===== src/rtl/wb_arbiter.sv =====
// rtl/wb_arbiter.sv - writeback arbiter merging ALU and LSU results with pending-load scoreboard
module wb_arbiter #(
    parameter int LSU_DEPTH = 2,
    parameter int REG_COUNT = 32,
    localparam int AW = $clog2(REG_COUNT),
    localparam int PW = $clog2(LSU_DEPTH)
) (
    input  logic          clk,
    input  logic          rst_n,
    input  logic          alu_valid,
    input  logic [AW-1:0] alu_addr,
    input  logic [31:0]   alu_data,
    input  logic          lsu_valid,
    output logic          lsu_ready,
    input  logic [AW-1:0] lsu_addr,
    input  logic [31:0]   lsu_data,
    input  logic          issue_en,
    input  logic [AW-1:0] issue_addr,
    input  logic [AW-1:0] rs1_addr,
    output logic          rs1_busy,
    input  logic [AW-1:0] rs2_addr,
    output logic          rs2_busy,
    output logic          dest_en,
    output logic [AW-1:0] dest_addr,
    output logic [31:0]   dest_data
);

    logic [AW-1:0]        r_fifo_addr [LSU_DEPTH];
    logic [31:0]          r_fifo_data [LSU_DEPTH];
    logic [PW-1:0]        r_wr_ptr;
    logic [PW-1:0]        r_rd_ptr;
    logic [PW:0]          r_count;
    logic [REG_COUNT-1:0] r_pending;
    logic                 r_dest_en;
    logic [AW-1:0]        r_dest_addr;
    logic [31:0]          r_dest_data;

    logic                 w_empty;
    logic                 w_hs;
    logic                 w_pop;
    logic                 w_push;
    logic                 w_sel_valid;
    logic                 w_sel_lsu;
    logic [AW-1:0]        w_sel_addr;
    logic [31:0]          w_sel_data;

    // Ready only looks at the registered count so a full FIFO stays closed until after a pop
    assign w_empty   = (r_count == '0);
    assign lsu_ready = (r_count < (PW+1)'(LSU_DEPTH));
    assign w_hs      = lsu_valid && lsu_ready;

    // Priority select: ALU, then FIFO head, then a direct LSU bypass when the FIFO is empty
    always_comb begin
        w_sel_valid = 1'b0;
        w_sel_lsu   = 1'b0;
        w_sel_addr  = alu_addr;
        w_sel_data  = alu_data;
        w_pop       = 1'b0;
        w_push      = w_hs;
        if (alu_valid) begin
            w_sel_valid = 1'b1;
        end else if (!w_empty) begin
            w_sel_valid = 1'b1;
            w_sel_lsu   = 1'b1;
            w_pop       = 1'b1;
            w_sel_addr  = r_fifo_addr[r_rd_ptr];
            w_sel_data  = r_fifo_data[r_rd_ptr];
        end else if (w_hs) begin
            w_sel_valid = 1'b1;
            w_sel_lsu   = 1'b1;
            w_push      = 1'b0;
            w_sel_addr  = lsu_addr;
            w_sel_data  = lsu_data;
        end
    end

    // FIFO payload storage; validity is tracked by the pointers and count
    always_ff @(posedge clk) begin
        if (w_push) begin
            r_fifo_addr[r_wr_ptr] <= lsu_addr;
            r_fifo_data[r_wr_ptr] <= lsu_data;
        end
    end

    // FIFO pointers and occupancy; simultaneous push and pop leaves the count unchanged
    always_ff @(posedge clk or negedge rst_n) begin
        if (!rst_n) begin
            r_wr_ptr <= '0;
            r_rd_ptr <= '0;
            r_count  <= '0;
        end else begin
            if (w_push) r_wr_ptr <= r_wr_ptr + PW'(1);
            if (w_pop)  r_rd_ptr <= r_rd_ptr + PW'(1);
            case ({w_push, w_pop})
                2'b10:   r_count <= r_count + (PW+1)'(1);
                2'b01:   r_count <= r_count - (PW+1)'(1);
                default: r_count <= r_count;
            endcase
        end
    end

    // Registered write port; x0 results are consumed but never enable a write
    always_ff @(posedge clk or negedge rst_n) begin
        if (!rst_n) begin
            r_dest_en   <= 1'b0;
            r_dest_addr <= '0;
            r_dest_data <= '0;
        end else if (w_sel_valid) begin
            r_dest_en   <= (w_sel_addr != '0);
            r_dest_addr <= w_sel_addr;
            r_dest_data <= w_sel_data;
        end else begin
            r_dest_en   <= 1'b0;
        end
    end

    // Pending-load scoreboard: clear on LSU writeback, then a same-cycle issue re-sets the bit
    always_ff @(posedge clk or negedge rst_n) begin
        if (!rst_n) begin
            r_pending <= '0;
        end else begin
            if (w_sel_lsu && (w_sel_addr != '0))
                r_pending[w_sel_addr] <= 1'b0;
            if (issue_en && (issue_addr != '0))
                r_pending[issue_addr] <= 1'b1;
        end
    end

    assign rs1_busy  = (rs1_addr != '0) && r_pending[rs1_addr];
    assign rs2_busy  = (rs2_addr != '0) && r_pending[rs2_addr];
    assign dest_en   = r_dest_en;
    assign dest_addr = r_dest_addr;
    assign dest_data = r_dest_data;

endmodule


===== config.mk =====
export PLATFORM = sky130hd
export DESIGN_NAME = wb_arbiter
export DESIGN_NICKNAME = d
export VERILOG_FILES = /design/src/rtl/wb_arbiter.sv
export SDC_FILE = /design/constraint.sdc
export NUM_CORES = 1
export LEC_CHECK = 0
export BUFFER_PORTS_ARGS = -buffer_cell sky130_fd_sc_hd__buf_4
export CORE_MARGIN = 3
export CORE_UTILIZATION = 55
export DETAILED_ROUTE_END_ITERATION = 10
export PLACE_DENSITY = 0.86
export SETUP_SLACK_MARGIN = 0.2
export SYNTH_ARGS = -nofsm -noshare
export SYNTH_HDL_FRONTEND = slang
export SYNTH_SLANG_ARGS = --single-unit

===== constraint.sdc =====
create_clock -name clk -period 3.9 [get_ports clk]
set_clock_uncertainty 0.2 [all_clocks]
set_input_delay 0 -clock clk [delete_from_list [all_inputs] [get_ports clk]]
set_output_delay 0 -clock clk [all_outputs]
set_load 0.005 [all_outputs]

==> results of run 1 <==
stage by stage:
step	worst slack (ns)	hold WS, ns	util, %	power, W	instance area, um^2
floorplan	0.966	-0.496	-	0.00349	6690
global placement	1.04	-0.0139	66.6	0.00409	7760
detailed placement	0.836	-0.00374	66.6	0.00419	7760
CTS	0.283	0.102	82.0	0.00608	9560
global route	0.386	0.119	82.0	0.00655	9560
finish	0.479	0.0986	82.0	0.00631	9560
logic make-up (layout without fill, tap and decap cells):
family / count (synthesis) / count (layout) / share of synthesized area (%)
buffers and inverters: 46 / 296 / 2.86
XOR/XNOR: 5 / 5 / 0.654
flip-flops: 147 / 147 / 60.5
AND/OR/NAND/NOR: 77 / 77 / 5.76
multiplexers: 59 / 59 / 11.9
adder cells (fa/ha/maj): 1 / 1 / 0.187
AO/OA/AOI/OAI: 196 / 196 / 18.1
layer usage:
metal | part of all wire, % | global-route usage (%) | vias to the layer above
met5 | 0 | 0 | -
met4 | 5.6 | 18.5 | 0
met3 | 9.3 | 7.77 | 132
met2 | 52 | 60.5 | 466
met1 | 33 | 39.3 | 2933
li1 | - | - | 2546
report_power, final:
| part | internal [W] | switching [W] | total [W] | leakage, nW |
|---|---|---|---|---|
| clock | 0.00104 | 0.000643 | 0.00168 | 0.285 |
| combinational | 0.00106 | 0.00115 | 0.00221 | 2.00 |
| sequential | 0.00209 | 0.000343 | 0.00243 | 1.55 |
| total | 0.00418 | 0.00213 | 0.00631 | 3.84 |
worst paths after layout:
path / start / to / slack, ns / cells after the start
max: r_count[0] / r_pending[1] / 0.48 / 6
min: rst_n / r_pending[27] / 0.1 / 2
max reg2reg: r_count[0] / r_pending[1] / 0.48 / 6
min reg2reg: dest_addr[0] / dest_addr[0] / 0.31 / 2
max in group asynchronous: rst_n / r_rd_ptr / 2.71 / 2
min in group clk: rs1_addr[4] / rs1_busy / 0.11 / 3
sequential cells by signal, indices dropped and copies added (netlist names):
name         count
dest_addr        5
r_wr_ptr         1
r_pending       31
r_fifo_data     64
r_fifo_addr     10
dest_en          1
r_count          2
dest_data       32
r_rd_ptr         1
cell type report:
type	instances	area, um^2
Inverter	8	30.0
Clock buffer	22	464
Fill cell	560	2100
Clock inverter	10	131
Multi-Input combinational cell	338	2490
Sequential cell	147	4050
Tap cell	143	179
Timing Repair Buffer	256	2220
placed cells by master (no fill, tap or decap), drive strengths merged, types with 3 or more instances in the layout:
cell         Yosys  layout
buf             14     136
dlygate4sd3      0     120
o21ai           92      92
edfxtp          74      74
dfrtp           73      73
nor2            41      41
mux2i           37      37
a31oi           32      32
a22oi           32      32
clkbuf          24      22
mux4            16      16
inv              8       8
a21oi            8       8
o31ai            8       8
nand2            6       6
mux2             6       6
o211ai           6       6
nand3b           5       5
nand3            5       5
xnor2            5       5
o22ai            5       5
clkinv           0       5
nand2b           4       4
o22a             3       3
nor3             3       3
bufinv           0       3
or4b             3       3
critical path, delay by kind of cell (launching register included):
kind            cells  cell delay [ns]
compound gates      4             1.43
flops               1             0.51
buf+inv             1             0.57
simple gates        1             0.59
what timing repair did:
action / in CTS / in global routing
endpoints found under the hold margin: 215 / 0
gates resized for setup: 0 / 1
endpoints found under the setup margin: 0 / 5
hold buffers: 120 / 0
==> impl_metrics.ini, run 1 <==
[finish]
area.growth.synth_to_final_pct = 42.9
antenna_cells = 0
fin_nets = 863
final_cells = 924
drive_gt1_share_pct = 25.1

[synthesis]
synth_seq_cells = 147
synthTopCellsByArea = edfxtp_1, dfrtp_1, o21ai_0, mux2i_1, mux4_2
synthesis.area_um2 = 6690
avgSynthCellArea_um2 = 12.6
synth.most_common_cell = o21ai_0
ys_async_sr_fraction_pct = 49.7
ys.warnings.count = 0
synth_edf_count = 74
synth_ff_type = edfxtp_1
yosysTopAreaCellShare_pct = 33.2
yosys-top-cells-count = o21ai_0, edfxtp_1, dfrtp_1
yosysTopAreaCell = edfxtp_1
synth-seq-area-share_pct = 60.5
syn_nets = 626
synth.distinct_cells = 45
syn_inst = 531

[global_routing]
grt_pass1_vias = 6198
grt_pass1_wl_mm = 34.7
grt_usage_pct = 34.5
grt_max_degree = 74
antenna_found_initial = 0
grt_overflow = 0

[critical_path]
crit_type = reg2reg
cp.arrival_ns = 3.52
start_kind = flop
end_kind = flop
crit_fanout = 14
path_cells = o21bai_2 -> a2bb2oi_1 -> o211ai_4 -> or4b_1 -> a21o_1 -> dlygate4sd3_1
max_stage_delay_ns = 0.59
worstPathRequired_ns = 4.00
crit_slowest_cell = o21bai_2

[min_path]
hp-class = in2async

[clock_network]
numCtsBuffers = 17
clock_sinks = 147
htree_levels = 4
cts_tree = yes
clkSlewWorstSetupHoldPaths_ns = 0.06
post-cts-setup-buffers = 0
root_buffer = clkbuf_16
cts_max_path_buffers = 2
clkLatencyLatePin_ns = 0.42

[timing]
setup_viol = 0
relSlewSlack_pct = 25.7
hold_violations = 0
tns_ns = 0
fmax_mhz = 292
period_share_pct = 87.7
period_needed_ns = 3.42
rsz0062_at_grt = false
tightestPinTransition_ns = 1.11
slew_violations = 0

[floorplan]
die_h_um = 116
start_util_pct = 57.4
row_count = 39
dieArea_um2 = 13500
die_w_um = 116
core_area_um2 = 11700
ios = 135

[drt]
antenna_left = 0
vias_per_cell = 6.58
vias = 6077
post-route-drc-count = 0
totalWireLength_mm = 22.5
routedWlPerCell_um = 24.4
drt_iter0_drc = 771
firstDrtPassIters = 8

[placement]
place_inst = 772
io_buffers = 134
place_hpwl_mm = 11.0
gp_congestion = 0.931

[run_status]
outcome = finished, final reports clean

[job]
drv_cap = 0

[pwr]
power_density_nw_per_um2 = 660
vdd_drop_max_mv = 0.457
leakage_nw = 3.84
No activity file was read; power rests on OpenSTA's default activity.
==> run 2: changes to the inputs <==
--- a/config.mk
+++ b/config.mk
@@ -7,9 +7,10 @@
 export LEC_CHECK = 0
 export BUFFER_PORTS_ARGS = -buffer_cell sky130_fd_sc_hd__buf_4
 export CORE_MARGIN = 3
-export CORE_UTILIZATION = 55
+export CORE_UTILIZATION = 50
 export DETAILED_ROUTE_END_ITERATION = 10
-export PLACE_DENSITY = 0.86
+export MAX_ROUTING_LAYER = met4
+export PLACE_DENSITY = 0.8
 export SETUP_SLACK_MARGIN = 0.2
 export SYNTH_ARGS = -nofsm -noshare
 export SYNTH_HDL_FRONTEND = slang
==> run 2 against run 1 <==
  * Power shrank 4.6%
  * Die area is 9.5% higher
  * Global-route usage down 5.2 points
  * Combinational power decreased by 5%
  * First-iteration DRC count down 35%
  * Clock power shrank 11%
  * Cell area fell by 0.56%
  * Cell count increased by 2.8%
  * Core utilization fell by 8.1 points
  * Critical endpoint unchanged
  * Largest cell class unchanged
  * Largest power group unchanged
==> impl_metrics.ini, run 2 (synthesis results as in run 1) <==
[timing]
setup_viol = 0
finalHoldWorstSlack_ns = 0.000474
period_share_pct = 81.6
rsz0062_at_grt = false
fmax_mhz = 314
period_needed_ns = 3.18
slew_violations = 0
relSlewSlack_pct = 25.6
tns_ns = 0
setup_slack_ns = 0.720
hold_violations = 0
tightestPinTransition_ns = 1.11

[job]
drv_cap = 0

[global_routing]
grt_pass1_vias = 5881
antenna_found_initial = 0
grt_overflow = 0
grt_usage_pct = 29.3
grt_max_degree = 74
grt_pass1_wl_mm = 32.1

[floorplan]
die_w_um = 122
core_area_um2 = 12900
die_h_um = 122
row_count = 41
dieArea_um2 = 14800
ios = 135
start_util_pct = 52.0

[clock_network]
numCtsBuffers = 17
clock_sinks = 147
clkLatencyLatePin_ns = 0.41
cts_tree = yes
post-cts-setup-buffers = 0
root_buffer = clkbuf_16
ctsResizeCount = 0
cts_max_path_buffers = 2
htree_levels = 4
clkSlewWorstSetupHoldPaths_ns = 0.06

[pwr]
vdd_drop_max_mv = 0.376
leakage_nw = 3.80
power_density_nw_per_um2 = 633

[finish]
largest_register_ffs = 64
layout_commonest_cell = buf_4
seq_area_um2 = 4050
drive_gt1_share_pct = 24.9
layout_common_cells = buf_4, dlygate4sd3_1, o21ai_0
antenna_cells = 0
largest_register = r_fifo_data
fin_nets = 862
nFillCells = 739
area.growth.synth_to_final_pct = 42.1
multiInputGateArea_um2 = 2480
final_util_pct = 73.9

[placement]
post-place-ws_ns = 1.31
gp_congestion = 0.873
place_hpwl_mm = 11.0
io_buffers = 134

[drt]
totalWireLength_mm = 20.1
routedWlPerCell_um = 21.2
drt_iter0_drc = 503
vias_per_cell = 6.14
post-route-drc-count = 0
firstDrtPassIters = 5
vias = 5830
antenna_left = 0

[critical_path]
end_kind = flop
cp.arrival_ns = 3.27
worstPathRequired_ns = 3.99
max_stage_delay_ns = 0.76
crit_type = reg2reg
crit_slowest_cell = dfrtp_2
crit_fanout = 21
start_kind = flop
path_cells = mux2i_1 -> a2bb2oi_1 -> o211ai_4 -> or4b_1 -> a21o_1 -> dlygate4sd3_1
r2r_slack_ns = 0.72

[run_status]
outcome = finished, final reports clean

[min_path]
hp-class = in2reg
run 2: path summary, 6_finish.rpt:
kind                              start       endpoint  cells past startpoint
min reg2reg                dest_addr[1]   dest_addr[1]                      2
max reg2reg                    r_rd_ptr   r_pending[1]                      6
max                            r_rd_ptr   r_pending[1]                      6
min in group asynchronous         rst_n  r_pending[14]                      2
max in group asynchronous         rst_n       r_rd_ptr                      2
min                           lsu_valid   dest_data[2]                      3
run 2: final cells by class:
| type | count | share of cell area (%) |
|---|---|---|
| Clock inverter | 6 | 0.605 |
| Timing Repair Buffer | 255 | 23.2 |
| Tap cell | 172 | 2.26 |
| Sequential cell | 147 | 42.6 |
| Multi-Input combinational cell | 338 | 26.1 |
| Clock buffer | 24 | 4.96 |
| Inverter | 8 | 0.316 |
run 2: report_power, final:
| group | total, W | internal [W] | switching [W] |
|---|---|---|---|
| logic | 0.00209 | 0.00105 | 0.00104 |
| registers | 0.00244 | 0.00209 | 0.000357 |
| clock network | 0.00149 | 0.000899 | 0.000590 |
| total | 0.00602 | 0.00404 | 0.00199 |
run 2: metrics by stage:
step | instances | cell area (um^2) | total power (W)
finish | 950 | 9510 | 0.00602
global route | 950 | 9510 | 0.00633
CTS | 950 | 9510 | 0.00590
detailed placement | 803 | 7810 | 0.00418
global placement | 803 | 7810 | 0.00410
floorplan | 531 | 6690 | 0.00349
run 2: worst max-delay path: cells and delay by family, from the launching register on:
family | cells | cell delay (ns)
AOI/OAI and AO/OA | 3 | 0.71
buffers and inverters | 1 | 0.54
and+or+nand+nor | 1 | 0.53
DFF | 1 | 0.76
muxes | 1 | 0.31
run 2: routing by layer:
| layer | GRT usage (%) | up-vias | routed length, um |
|---|---|---|---|
| li1 | - | 2548 | - |
| met1 | 35.1 | 2833 | 7390 |
| met2 | 49.0 | 378 | 10400 |
| met3 | 5.57 | 71 | 1560 |
| met4 | 12.1 | 0 | 789 |
| met5 | - | - | 0 |
run 2: repair_timing:
| item | in CTS | in global routing |
|---|---|---|
| endpoints found under the hold margin | 215 | 0 |
| hold buffers | 117 | 0 |
| endpoints found under the setup margin | 0 | 0 |
==> run 3: changes to the inputs <==
--- a/config.mk
+++ b/config.mk
@@ -10,7 +10,7 @@
 export CORE_UTILIZATION = 50
 export DETAILED_ROUTE_END_ITERATION = 10
 export MAX_ROUTING_LAYER = met4
-export PLACE_DENSITY = 0.8
+export PLACE_DENSITY = 0.83
 export SETUP_SLACK_MARGIN = 0.2
 export SYNTH_ARGS = -nofsm -noshare
 export SYNTH_HDL_FRONTEND = slang
==> constraint.sdc (replaced) <==
create_clock -name clk -period 2.7 [get_ports clk]
set_clock_uncertainty 0.2 [all_clocks]
set_input_delay 0 -clock clk [delete_from_list [all_inputs] [get_ports clk]]
set_output_delay 0 -clock clk [all_outputs]
set_load 0.005 [all_outputs]
==> run 3 against run 2 <==
  * Worst hold slack improved by 0.073 ns
  * Core utilization decreased by 0.40 points
  * Clock power increased by 63%
  * Global-route usage decreased by 1.0 points
  * Sequential power increased by 41%
  * Count of clock-buffer cells in the layout decreased by 5
  * Non-clock buffer count decreased by 20
  * Sequential share of layout area increased by 0.26 points
  * Cell count decreased by 1.9%
  * Register-to-register slack got worse by 0.49 ns
  * Critical endpoint is now r_pending[21]
  * Largest power group unchanged
  * Highest routed layer unchanged
==> impl_metrics.ini, run 3 (synthesis results as in run 1) <==
[run_status]
outcome = finished, final reports clean

[critical_path]
end_kind = flop
crit_top_cell = o21ai_0
reg2regPathDepth = 5
regToRegStartpoint = r_count[1]
max_stage_delay_ns = 0.59
regToRegEndpoint = r_pending[21]
crit_type = reg2reg
r2r_slack_ns = 0.23
path_cells = or4b_4 -> o22a_2 -> or4_4 -> o21ai_0 -> o21ai_0
crit_slowest_cell = or4b_4
start_kind = flop
worstPathRequired_ns = 2.79
crit_fanout = 7
cp.arrival_ns = 2.56

[clock_network]
cts_max_path_buffers = 2
clock_sinks = 147
clkLatencyLatePin_ns = 0.42
cts_tree = yes
htree_levels = 4
clkSlewWorstSetupHoldPaths_ns = 0.06
numCtsBuffers = 17
root_buffer = clkbuf_16

[pwr]
vdd_drop_max_mv = 0.571
combinationalPowerShare_pct = 33.8
pwr-share-seq_pct = 38.8
p_int_w = 0.00595
clock_power_share_pct = 27.4
p_sw_share_pct = 32.8
finalPower_w = 0.00886
power_density_nw_per_um2 = 936
leakage_nw = 3.78
switchingPower_w = 0.00291

[global_routing]
grt_max_degree = 74
grt_pass1_vias = 6072
grt_pass1_wl_mm = 31.3
grt_usage_pct = 28.2
antenna_found_initial = 0
grt_overflow = 0

[finish]
area.growth.synth_to_final_pct = 41.3
nFillCells = 743
layout_commonest_cell = buf_4
fin_nets = 842
largest_register = r_fifo_data
drive_gt1_share_pct = 28.9
largest_register_ffs = 64
layout_common_cells = buf_4, o21ai_0, dlygate4sd3_1
final_util_pct = 73.5
antenna_cells = 0

[min_path]
hp-class = in2async

[placement]
place_hpwl_mm = 11.6
gp_congestion = 0.930
io_buffers = 134
post-place-ws_ns = 0.147

[floorplan]
die_w_um = 122
die_h_um = 122
start_util_pct = 52.0
ios = 135
dieArea_um2 = 14800
core_area_um2 = 12900
row_count = 41

[drt]
vias = 5756
firstDrtPassIters = 5
totalWireLength_mm = 19.7
routedWlPerCell_um = 21.1
post-route-drc-count = 0
drt_iter0_drc = 521
vias_per_cell = 6.18
antenna_left = 0

[timing]
relSlewSlack_pct = 36.3
tightestPinTransition_ns = 0.955
period_needed_ns = 2.47
hold_violations = 0
period_share_pct = 91.4
slew_violations = 0
setup_slack_ns = 0.232
setup_viol = 0
fmax_mhz = 405
rsz0062_at_grt = true

[job]
drv_cap = 0
==> run 3: layout make-up <==
type | instances | area [um^2] | share of cell area, %
Sequential cell | 147 | 4050 | 42.8
Multi-Input combinational cell | 338 | 2520 | 26.6
Timing Repair Buffer | 235 | 2040 | 21.5
Clock buffer | 19 | 453 | 4.79
Tap cell | 172 | 215 | 2.28
Clock inverter | 13 | 156 | 1.65
Inverter | 8 | 30.0 | 0.317
==> run 3: power by group through the flow <==
stage          logic, W  clock network [W]  registers [W]
6_report        0.00299            0.00243        0.00344
3_3_place_gp    0.00260                  0        0.00341
5_1_grt         0.00325            0.00254        0.00350
2_1_floorplan   0.00172                  0        0.00331
3_5_place_dp    0.00271                  0        0.00346
4_1_cts         0.00287            0.00242        0.00342
==> run 3: per-stage QoR <==
step,setup TNS [ns],std cells,hold slack (ns),cell area (um^2)
2_1_floorplan,-17.30,531,-0.496,6690
3_3_place_gp,0,810,-0.0190,7910
3_5_place_dp,0,810,-0.00359,7910
4_1_cts,0,930,0.0979,9410
5_1_grt,0,932,0.108,9460
6_report,0,932,0.0737,9460
==> run 3: worst max-delay path by stage <==
stage / slack [ns] / start / to
after CTS: 0.20 / r_count[1] / r_pending[1]
after global routing: 0.17 / r_count[1] / r_pending[21]
after floorplan: -0.23 / r_count[1] / r_fifo_addr[0][0]
after global placement: 0.24 / r_count[1] / r_pending[1]
final: 0.23 / r_count[1] / r_pending[21]
after detailed placement: 0.15 / r_count[1] / r_pending[2]
==> run 3: what timing repair did <==
action / 4_1_cts / 5_1_grt
setup buffers: 1 / 2
setup endpoints to repair: 4 / 28
hold buffers: 87 / 0
pin swaps: 2 / 3
resized for setup: 4 / 10
hold endpoints to repair: 217 / 0
==> run 3: worst max-delay path: cells and delay by family, from the launching register on <==
kind	cells	cell delay (ns)
flip-flops	1	0.42
AO/OA/AOI/OAI	3	0.61
AND/OR/NAND/NOR	2	1.11
==> run 3: metal layers <==
layer  wire length (um)  vias up  share of wire, %  global-route usage, %
li1                   -     2507                 -                      -
met1               7440     2832                38                   33.2
met2              10300      362                53                   48.2
met3               1360       55               6.9                   5.94
met4                534        0               2.7                   10.5
met5                  0        -                 0                      -
